`config.mk`:
```
export PLATFORM = sky130hd
export DESIGN_NAME = multicycle_controller
export DESIGN_NICKNAME = d
export VERILOG_FILES = /design/src/rtl/multicycle_controller_pkg.sv /design/src/rtl/multicycle_controller_cond_check.sv /design/src/rtl/multicycle_controller.sv
export SDC_FILE = /design/constraint.sdc
export NUM_CORES = 1
export LEC_CHECK = 0
export CAP_MARGIN = 20
export CORE_ASPECT_RATIO = 0.9
export CORE_UTILIZATION = 50
export CTS_CLUSTER_DIAMETER = 60
export DETAILED_ROUTE_END_ITERATION = 7
export DONT_BUFFER_PORTS = 1
export PLACE_DENSITY = 0.69
export SYNTH_ARGS = -nofsm -noshare
export SYNTH_HDL_FRONTEND = slang
export SYNTH_SLANG_ARGS = --single-unit
```
`constraint.sdc`:
```
create_clock -name clk -period 2.3 [get_ports clk]
set_input_delay 0.46 -clock clk [delete_from_list [all_inputs] [get_ports clk]]
set_output_delay 0.46 -clock clk [all_outputs]
set_load 0.005 [all_outputs]
```
`src/rtl/multicycle_controller_pkg.sv`:
```
// Shared types and encodings for the multicycle ARM control unit: FSM states,
// instruction-field encodings, ALU control codes, condition codes and flag indices.
package ctrl_pkg;

   typedef enum logic [3:0] {
      FETCH  = 4'd0,
      DECODE = 4'd1,
      MEMADR = 4'd2,
      MEMRD  = 4'd3,
      MEMWB  = 4'd4,
      MEMWR  = 4'd5,
      EXECR  = 4'd6,
      EXECI  = 4'd7,
      ALUWB  = 4'd8,
      BRANCH = 4'd9
   } state_t;

   localparam logic [1:0] OP_DP  = 2'b00;
   localparam logic [1:0] OP_MEM = 2'b01;
   localparam logic [1:0] OP_BR  = 2'b10;

   localparam logic [1:0] ALU_ADD = 2'b00;
   localparam logic [1:0] ALU_SUB = 2'b01;
   localparam logic [1:0] ALU_AND = 2'b10;
   localparam logic [1:0] ALU_ORR = 2'b11;

   localparam logic [3:0] COND_EQ = 4'b0000;
   localparam logic [3:0] COND_NE = 4'b0001;
   localparam logic [3:0] COND_CS = 4'b0010;
   localparam logic [3:0] COND_CC = 4'b0011;
   localparam logic [3:0] COND_MI = 4'b0100;
   localparam logic [3:0] COND_PL = 4'b0101;
   localparam logic [3:0] COND_VS = 4'b0110;
   localparam logic [3:0] COND_VC = 4'b0111;
   localparam logic [3:0] COND_HI = 4'b1000;
   localparam logic [3:0] COND_LS = 4'b1001;
   localparam logic [3:0] COND_GE = 4'b1010;
   localparam logic [3:0] COND_LT = 4'b1011;
   localparam logic [3:0] COND_GT = 4'b1100;
   localparam logic [3:0] COND_LE = 4'b1101;
   localparam logic [3:0] COND_AL = 4'b1110;

   localparam int FLAG_N = 3;
   localparam int FLAG_Z = 2;
   localparam int FLAG_C = 1;
   localparam int FLAG_V = 0;

endpackage

```
`src/rtl/multicycle_controller_cond_check.sv`:
```
// Condition evaluation against the NZCV register, and the NZCV register itself
// with independent write gating for {N,Z} and {C,V}.
module cond_check
   import ctrl_pkg::*;
(
   input  logic       clk,
   input  logic       reset,
   input  logic [3:0] i_cond,
   input  logic [3:0] i_alu_flags,
   input  logic [1:0] i_flag_w,
   input  logic       i_flag_en,
   output logic       o_cond_ex,
   output logic [3:0] o_flags
);

   logic [3:0] r_flags;
   logic       w_n, w_z, w_c, w_v, w_ge;

   assign w_n  = r_flags[FLAG_N];
   assign w_z  = r_flags[FLAG_Z];
   assign w_c  = r_flags[FLAG_C];
   assign w_v  = r_flags[FLAG_V];
   assign w_ge = (w_n == w_v);

   always_comb begin
      o_cond_ex = 1'b0;
      case (i_cond)
         COND_EQ: o_cond_ex = w_z;
         COND_NE: o_cond_ex = ~w_z;
         COND_CS: o_cond_ex = w_c;
         COND_CC: o_cond_ex = ~w_c;
         COND_MI: o_cond_ex = w_n;
         COND_PL: o_cond_ex = ~w_n;
         COND_VS: o_cond_ex = w_v;
         COND_VC: o_cond_ex = ~w_v;
         COND_HI: o_cond_ex = w_c & ~w_z;
         COND_LS: o_cond_ex = ~w_c | w_z;
         COND_GE: o_cond_ex = w_ge;
         COND_LT: o_cond_ex = ~w_ge;
         COND_GT: o_cond_ex = ~w_z & w_ge;
         COND_LE: o_cond_ex = w_z | ~w_ge;
         COND_AL: o_cond_ex = 1'b1;
         default: o_cond_ex = 1'b0;
      endcase
   end

   always_ff @(posedge clk) begin
      if (reset) begin
         r_flags <= 4'b0000;
      end else if (i_flag_en) begin
         if (i_flag_w[1]) r_flags[FLAG_N:FLAG_Z] <= i_alu_flags[FLAG_N:FLAG_Z];
         if (i_flag_w[0]) r_flags[FLAG_C:FLAG_V] <= i_alu_flags[FLAG_C:FLAG_V];
      end
   end

   assign o_flags = r_flags;

endmodule

```
`src/rtl/multicycle_controller.sv`:
```
// Control FSM for the shared-resource multicycle ARM datapath.
// Define CTRL_MEM_WAIT_EN to stall FETCH/MEMRD/MEMWR until MemReady.
module multicycle_controller
   import ctrl_pkg::*;
#(
   parameter state_t RESET_STATE = FETCH
) (
   input  logic       clk,
   input  logic       reset,
   input  logic [3:0] Cond,
   input  logic [1:0] Op,
   input  logic [5:0] Funct,
   input  logic [3:0] Rd,
   input  logic [3:0] ALUFlags,
   input  logic       MemReady,
   output logic       PCWrite,
   output logic       MemWrite,
   output logic       RegWrite,
   output logic       IRWrite,
   output logic       AdrSrc,
   output logic       ALUSrcA,
   output logic [1:0] ResultSrc,
   output logic [1:0] ALUSrcB,
   output logic [1:0] ImmSrc,
   output logic [1:0] RegSrc,
   output logic [1:0] ALUControl,
   output logic [3:0] Flags,
   output state_t     State
);

   state_t     r_state;
   logic       r_cond_ex;
   logic       w_cond_ex;
   logic       w_mem_ready;
   logic       w_alu_op, w_reg_w, w_mem_w, w_branch;
   logic       w_alu_valid, w_add_sub;
   logic [1:0] w_alu_ctl;
   logic [1:0] w_flag_w;
   logic       w_flag_en;
   logic       w_no_reset;

`ifdef CTRL_MEM_WAIT_EN
   assign w_mem_ready = MemReady;
`else
   logic w_unused_mem_ready;
   assign w_unused_mem_ready = MemReady;
   assign w_mem_ready        = 1'b1;
`endif

   always_ff @(posedge clk) begin
      if (reset) begin
         r_state   <= RESET_STATE;
         r_cond_ex <= 1'b0;
      end else begin
         case (r_state)
            FETCH:  if (w_mem_ready) r_state <= DECODE;
            DECODE: begin
               r_cond_ex <= w_cond_ex;
               case (Op)
                  OP_MEM:  r_state <= MEMADR;
                  OP_DP:   r_state <= Funct[5] ? EXECI : EXECR;
                  OP_BR:   r_state <= BRANCH;
                  default: r_state <= FETCH;
               endcase
            end
            MEMADR: r_state <= Funct[0] ? MEMRD : MEMWR;
            MEMRD:  if (w_mem_ready) r_state <= MEMWB;
            MEMWR:  if (w_mem_ready) r_state <= FETCH;
            EXECR:  r_state <= ALUWB;
            EXECI:  r_state <= ALUWB;
            default: r_state <= FETCH;
         endcase
      end
   end

   // ALU command decode; unsupported commands write neither flags nor registers.
   always_comb begin
      w_alu_ctl   = ALU_ADD;
      w_alu_valid = 1'b1;
      w_add_sub   = 1'b0;
      case (Funct[4:1])
         4'b0100: begin w_alu_ctl = ALU_ADD; w_add_sub = 1'b1; end
         4'b0010: begin w_alu_ctl = ALU_SUB; w_add_sub = 1'b1; end
         4'b0000: w_alu_ctl = ALU_AND;
         4'b1100: w_alu_ctl = ALU_ORR;
         default: w_alu_valid = 1'b0;
      endcase
   end

   assign w_flag_w  = {Funct[0] & w_alu_valid, Funct[0] & w_add_sub};
   assign w_flag_en = ((r_state == EXECR) || (r_state == EXECI)) && r_cond_ex;

   cond_check u_cond_check (
      .clk         (clk),
      .reset       (reset),
      .i_cond      (Cond),
      .i_alu_flags (ALUFlags),
      .i_flag_w    (w_flag_w),
      .i_flag_en   (w_flag_en),
      .o_cond_ex   (w_cond_ex),
      .o_flags     (Flags)
   );

   always_comb begin
      AdrSrc    = 1'b0;
      ALUSrcA   = 1'b0;
      ResultSrc = 2'b00;
      ALUSrcB   = 2'b00;
      w_alu_op  = 1'b0;
      w_reg_w   = 1'b0;
      w_mem_w   = 1'b0;
      w_branch  = 1'b0;
      case (r_state)
         FETCH:  begin ALUSrcA = 1'b1; ALUSrcB = 2'b10; ResultSrc = 2'b10; end
         DECODE: begin ALUSrcA = 1'b1; ALUSrcB = 2'b10; ResultSrc = 2'b10; end
         MEMADR: ALUSrcB = 2'b01;
         MEMRD:  AdrSrc = 1'b1;
         MEMWB:  begin ResultSrc = 2'b01; w_reg_w = 1'b1; end
         MEMWR:  begin AdrSrc = 1'b1; w_mem_w = 1'b1; end
         EXECR:  w_alu_op = 1'b1;
         EXECI:  begin ALUSrcB = 2'b01; w_alu_op = 1'b1; end
         ALUWB:  w_reg_w = w_alu_valid;
         BRANCH: begin ALUSrcB = 2'b01; ResultSrc = 2'b10; w_branch = 1'b1; end
         default: ;
      endcase
   end

   always_comb begin
      ImmSrc = 2'b00;
      RegSrc = 2'b00;
      case (Op)
         OP_MEM: begin ImmSrc = 2'b01; RegSrc = Funct[0] ? 2'b00 : 2'b10; end
         OP_BR:  begin ImmSrc = 2'b10; RegSrc = 2'b01; end
         default: ;
      endcase
   end

   // A reset cycle must never commit a write, even though state updates only at the edge.
   assign w_no_reset = ~reset;
   assign ALUControl = w_alu_op ? w_alu_ctl : ALU_ADD;
   assign IRWrite    = w_no_reset & (r_state == FETCH) & w_mem_ready;
   assign RegWrite   = w_no_reset & w_reg_w & r_cond_ex;
   assign MemWrite   = w_no_reset & w_mem_w & r_cond_ex;
   assign PCWrite    = w_no_reset & (((r_state == FETCH) & w_mem_ready) |
                       (r_cond_ex & (w_branch | (w_reg_w & (Rd == 4'hF)))));
   assign State      = r_state;

endmodule
```
==> flow_summary.toml <==
[layout]
final_nets = 152
drive_above_1_share_pct = 5.74
finalInstanceArea_um2 = 941
area_growth_syn_to_layout_pct = 1.48
nFillCells = 178
antenna-diode-count = 0

[synth]
synthArstFlopShare_pct = 0
netlist_top_cells_area = "dfxtp_1 19%, ha_1 8.1%, mux2i_1 7.6%"
synth.most_common_cell = "nor2_1"
synth_nets = 157
ys_types = 38
ys_warn_count = 0
ys_seq_area_share_pct = 19.4
yosys_most_used_dff = "dfxtp_1"
synth_cells = 128
synth.avg_cell_area_um2 = 7.24
yosysTopAreaCellShare_pct = 19.4
synth_common_cells = "14 x nor2_1, 13 x nor3_1, 9 x dfxtp_1"
synth_top_area_cell = "dfxtp_1"
syn_area_um2 = 927
synth_edf_count = 0
ys_seq_elements = 9

[setup_path]
startpoint_type = "flip-flop"
worstReg2RegEnd = "u_cond_check.o_flags[1]$_SDFFE_PP0P_"
reg2reg_slack_ns = 0.39
crit_path_max_fanout = 15
arrival_ns = 1.65
reg2reg_depth = 5
cpPeakStageDelay_ns = 0.63
rr_startpoint = "State[2]$_SDFF_PP0_"
crit_required_ns = 1.84
crit_chain = "or2b_1, o21ai_1, and3_1, a22o_1"
crit_path_top_delay_cell = "dfxtp_1"
path_class = "reg2out"
endpoint_kind = "primary output"

[timing]
min_period_over_period_pct = 91.6
hold_violations = 0
fmax_mhz = 475
worst_slack_ns = 0.193
skew_ns = 0.00319
slew_headroom_pct = 63.5
slew_violations = 0
worstMarginPinSlew_ns = 0.547
period_minus_slack_ns = 2.11
rsz0062_at_grt = "no"
finalSetupViolCount = 0
setup_tns_ns = 0

[floorplan]
core.rowCount = 14
die-area_um2 = 2030
initial_core_util_pct = 54.6
coreArea_um2 = 1700
die_w_um = 47.4
die_h_um = 42.9
ioPinCount = 47

[clock_tree]
post_cts_buffers = 0
clkLatencyLatePin_ns = 0.27
cts_max_level = 1
numCtsBuffers = 3
clock_path_buffers = 2
clock_sinks = 9
cts_tree = "built"
ctsResizeCount = 0
hold_buffers = 0
clk_transition_reported_paths_ns = 0.06
cts-root-buf = "clkbuf_4"

[global_route]
overflow = 0
grt_pass1_wl_mm = 3.23
grt_usage_pct = 22.1
antenna_found_initial = 0
grt_max_degree = 16
grt_pass1_vias = 770

[pwr]
vdd_drop_max_uv = 242
powerDensity_nw_per_um2 = 406
cellLeakagePower_nw = 0.359

[detailed_routing]
ant_nets = 0
first_pass_iters = 4
wirelength_mm = 2.03
drc_errors = 0
drtIter0Drc = 16
wl_per_cell_um = 13.9
vias = 871
vias_per_cell = 5.97

[hold_path]
hold_depth = 1
hold_end = "u_cond_check.o_flags[3]$_SDFFE_PP0P_"
min_from = "reset"
hold_class = "in2reg"

[run_status]
status = "completed"

[place]
hpwl_mm = 1.52
finalWeightedCongestion = 0.701
preCtsSetupSlack_ns = 0.394
dpl_cell_area_um2 = 915
io_buffers = 0

[flow_run]
maxCapViolCount = 0
-- worst max-delay path, delay by kind of cell (launching register included) --
kind,cells,cell delay (ns)
compound gates,2,0.23
flops,1,0.63
simple gates,2,0.51
-- report_power, final --
| group | switching (mW) | internal [mW] | leakage (nW) |
|---|---|---|---|
| Clock | 0.0604 | 0.0672 | 0.0150 |
| Sequential | 0.0172 | 0.161 | 0.0731 |
| Combinational | 0.0387 | 0.0373 | 0.271 |
| Total | 0.116 | 0.266 | 0.359 |
-- cells by family (layout without fill, tap and decap cells) --
group / after synthesis / after routing / synth area share, %
and+or+nand+nor: 61 / 61 / 37.0
adders and majority gates: 6 / 6 / 8.10
buffers and inverters: 14 / 8 / 6.61
muxes: 7 / 7 / 7.56
xor gates and xnor gates: 5 / 5 / 4.72
AOI/OAI and AO/OA: 26 / 26 / 16.6
DFF: 9 / 9 / 19.4
-- per-layer routing --
metal / track usage [%] / up-vias / share of wire, %
li1: - / 442 / -
met3: 7.23 / 2 / 5.3
met1: 25.1 / 403 / 44
met2: 36.7 / 24 / 50
met4: 8.57 / 0 / 0.49
met5: 0 / - / 0
-- stage by stage --
step	hold WS (ns)	util, %	total power, mW	cells
2_1_floorplan	0.519	-	0.257	128
3_3_place_gp	0.532	53.8	0.256	142
3_5_place_dp	0.533	53.8	0.258	142
4_1_cts	0.250	55.4	0.384	146
5_1_grt	0.246	55.4	0.404	146
6_report	0.253	55.4	0.382	146
-- area by class of cell --
cell class	instances	area, µm²	share of cell area, %
clock buffer	4	26.3	2.79
inverter	3	11.3	1.20
multi-input combinational	105	686	72.9
sequential	9	180	19.1
tap	24	30.0	3.19
timing repair buffer	1	7.51	0.798
-- sequential cells by signal (all words and copies together), names as in the netlist --
name / cells
State: 4
r_cond_ex: 1
u_cond_check.o_flags: 4
-- worst max-delay path by stage --
| stage | startpoint | endpoint | slack (ns) | cells after the start |
|---|---|---|---|---|
| floorplan | Funct[3] | PCWrite | 0.59 | 5 |
| global placement | State[2]$_SDFF_PP0_ | u_cond_check.o_flags[0]$_SDFFE_PP0P_ | 0.43 | 5 |
| detailed placement | State[2]$_SDFF_PP0_ | u_cond_check.o_flags[0]$_SDFFE_PP0P_ | 0.39 | 5 |
| CTS | State[2]$_SDFF_PP0_ | PCWrite | 0.20 | 4 |
| global route | State[2]$_SDFF_PP0_ | PCWrite | 0.09 | 4 |
| finish | State[2]$_SDFF_PP0_ | PCWrite | 0.19 | 4 |
-- cell usage in the layout (no fill, tap or decap), types with 2 or more instances in the layout --
cell type / instances
a211oi_1: 3
mux2i_1: 7
ha_1: 6
a21oi_1: 8
nand2b_1: 4
clkbuf_4: 3
nand2_1: 6
nor2_1: 14
inv_1: 3
nand4_1: 2
nor2b_1: 4
o21ai_0: 7
nor3_1: 13
xnor2_1: 4
or3_1: 2
nand3_1: 7
dfxtp_1: 9
Note: power is estimated with default switching activity, not from simulation.
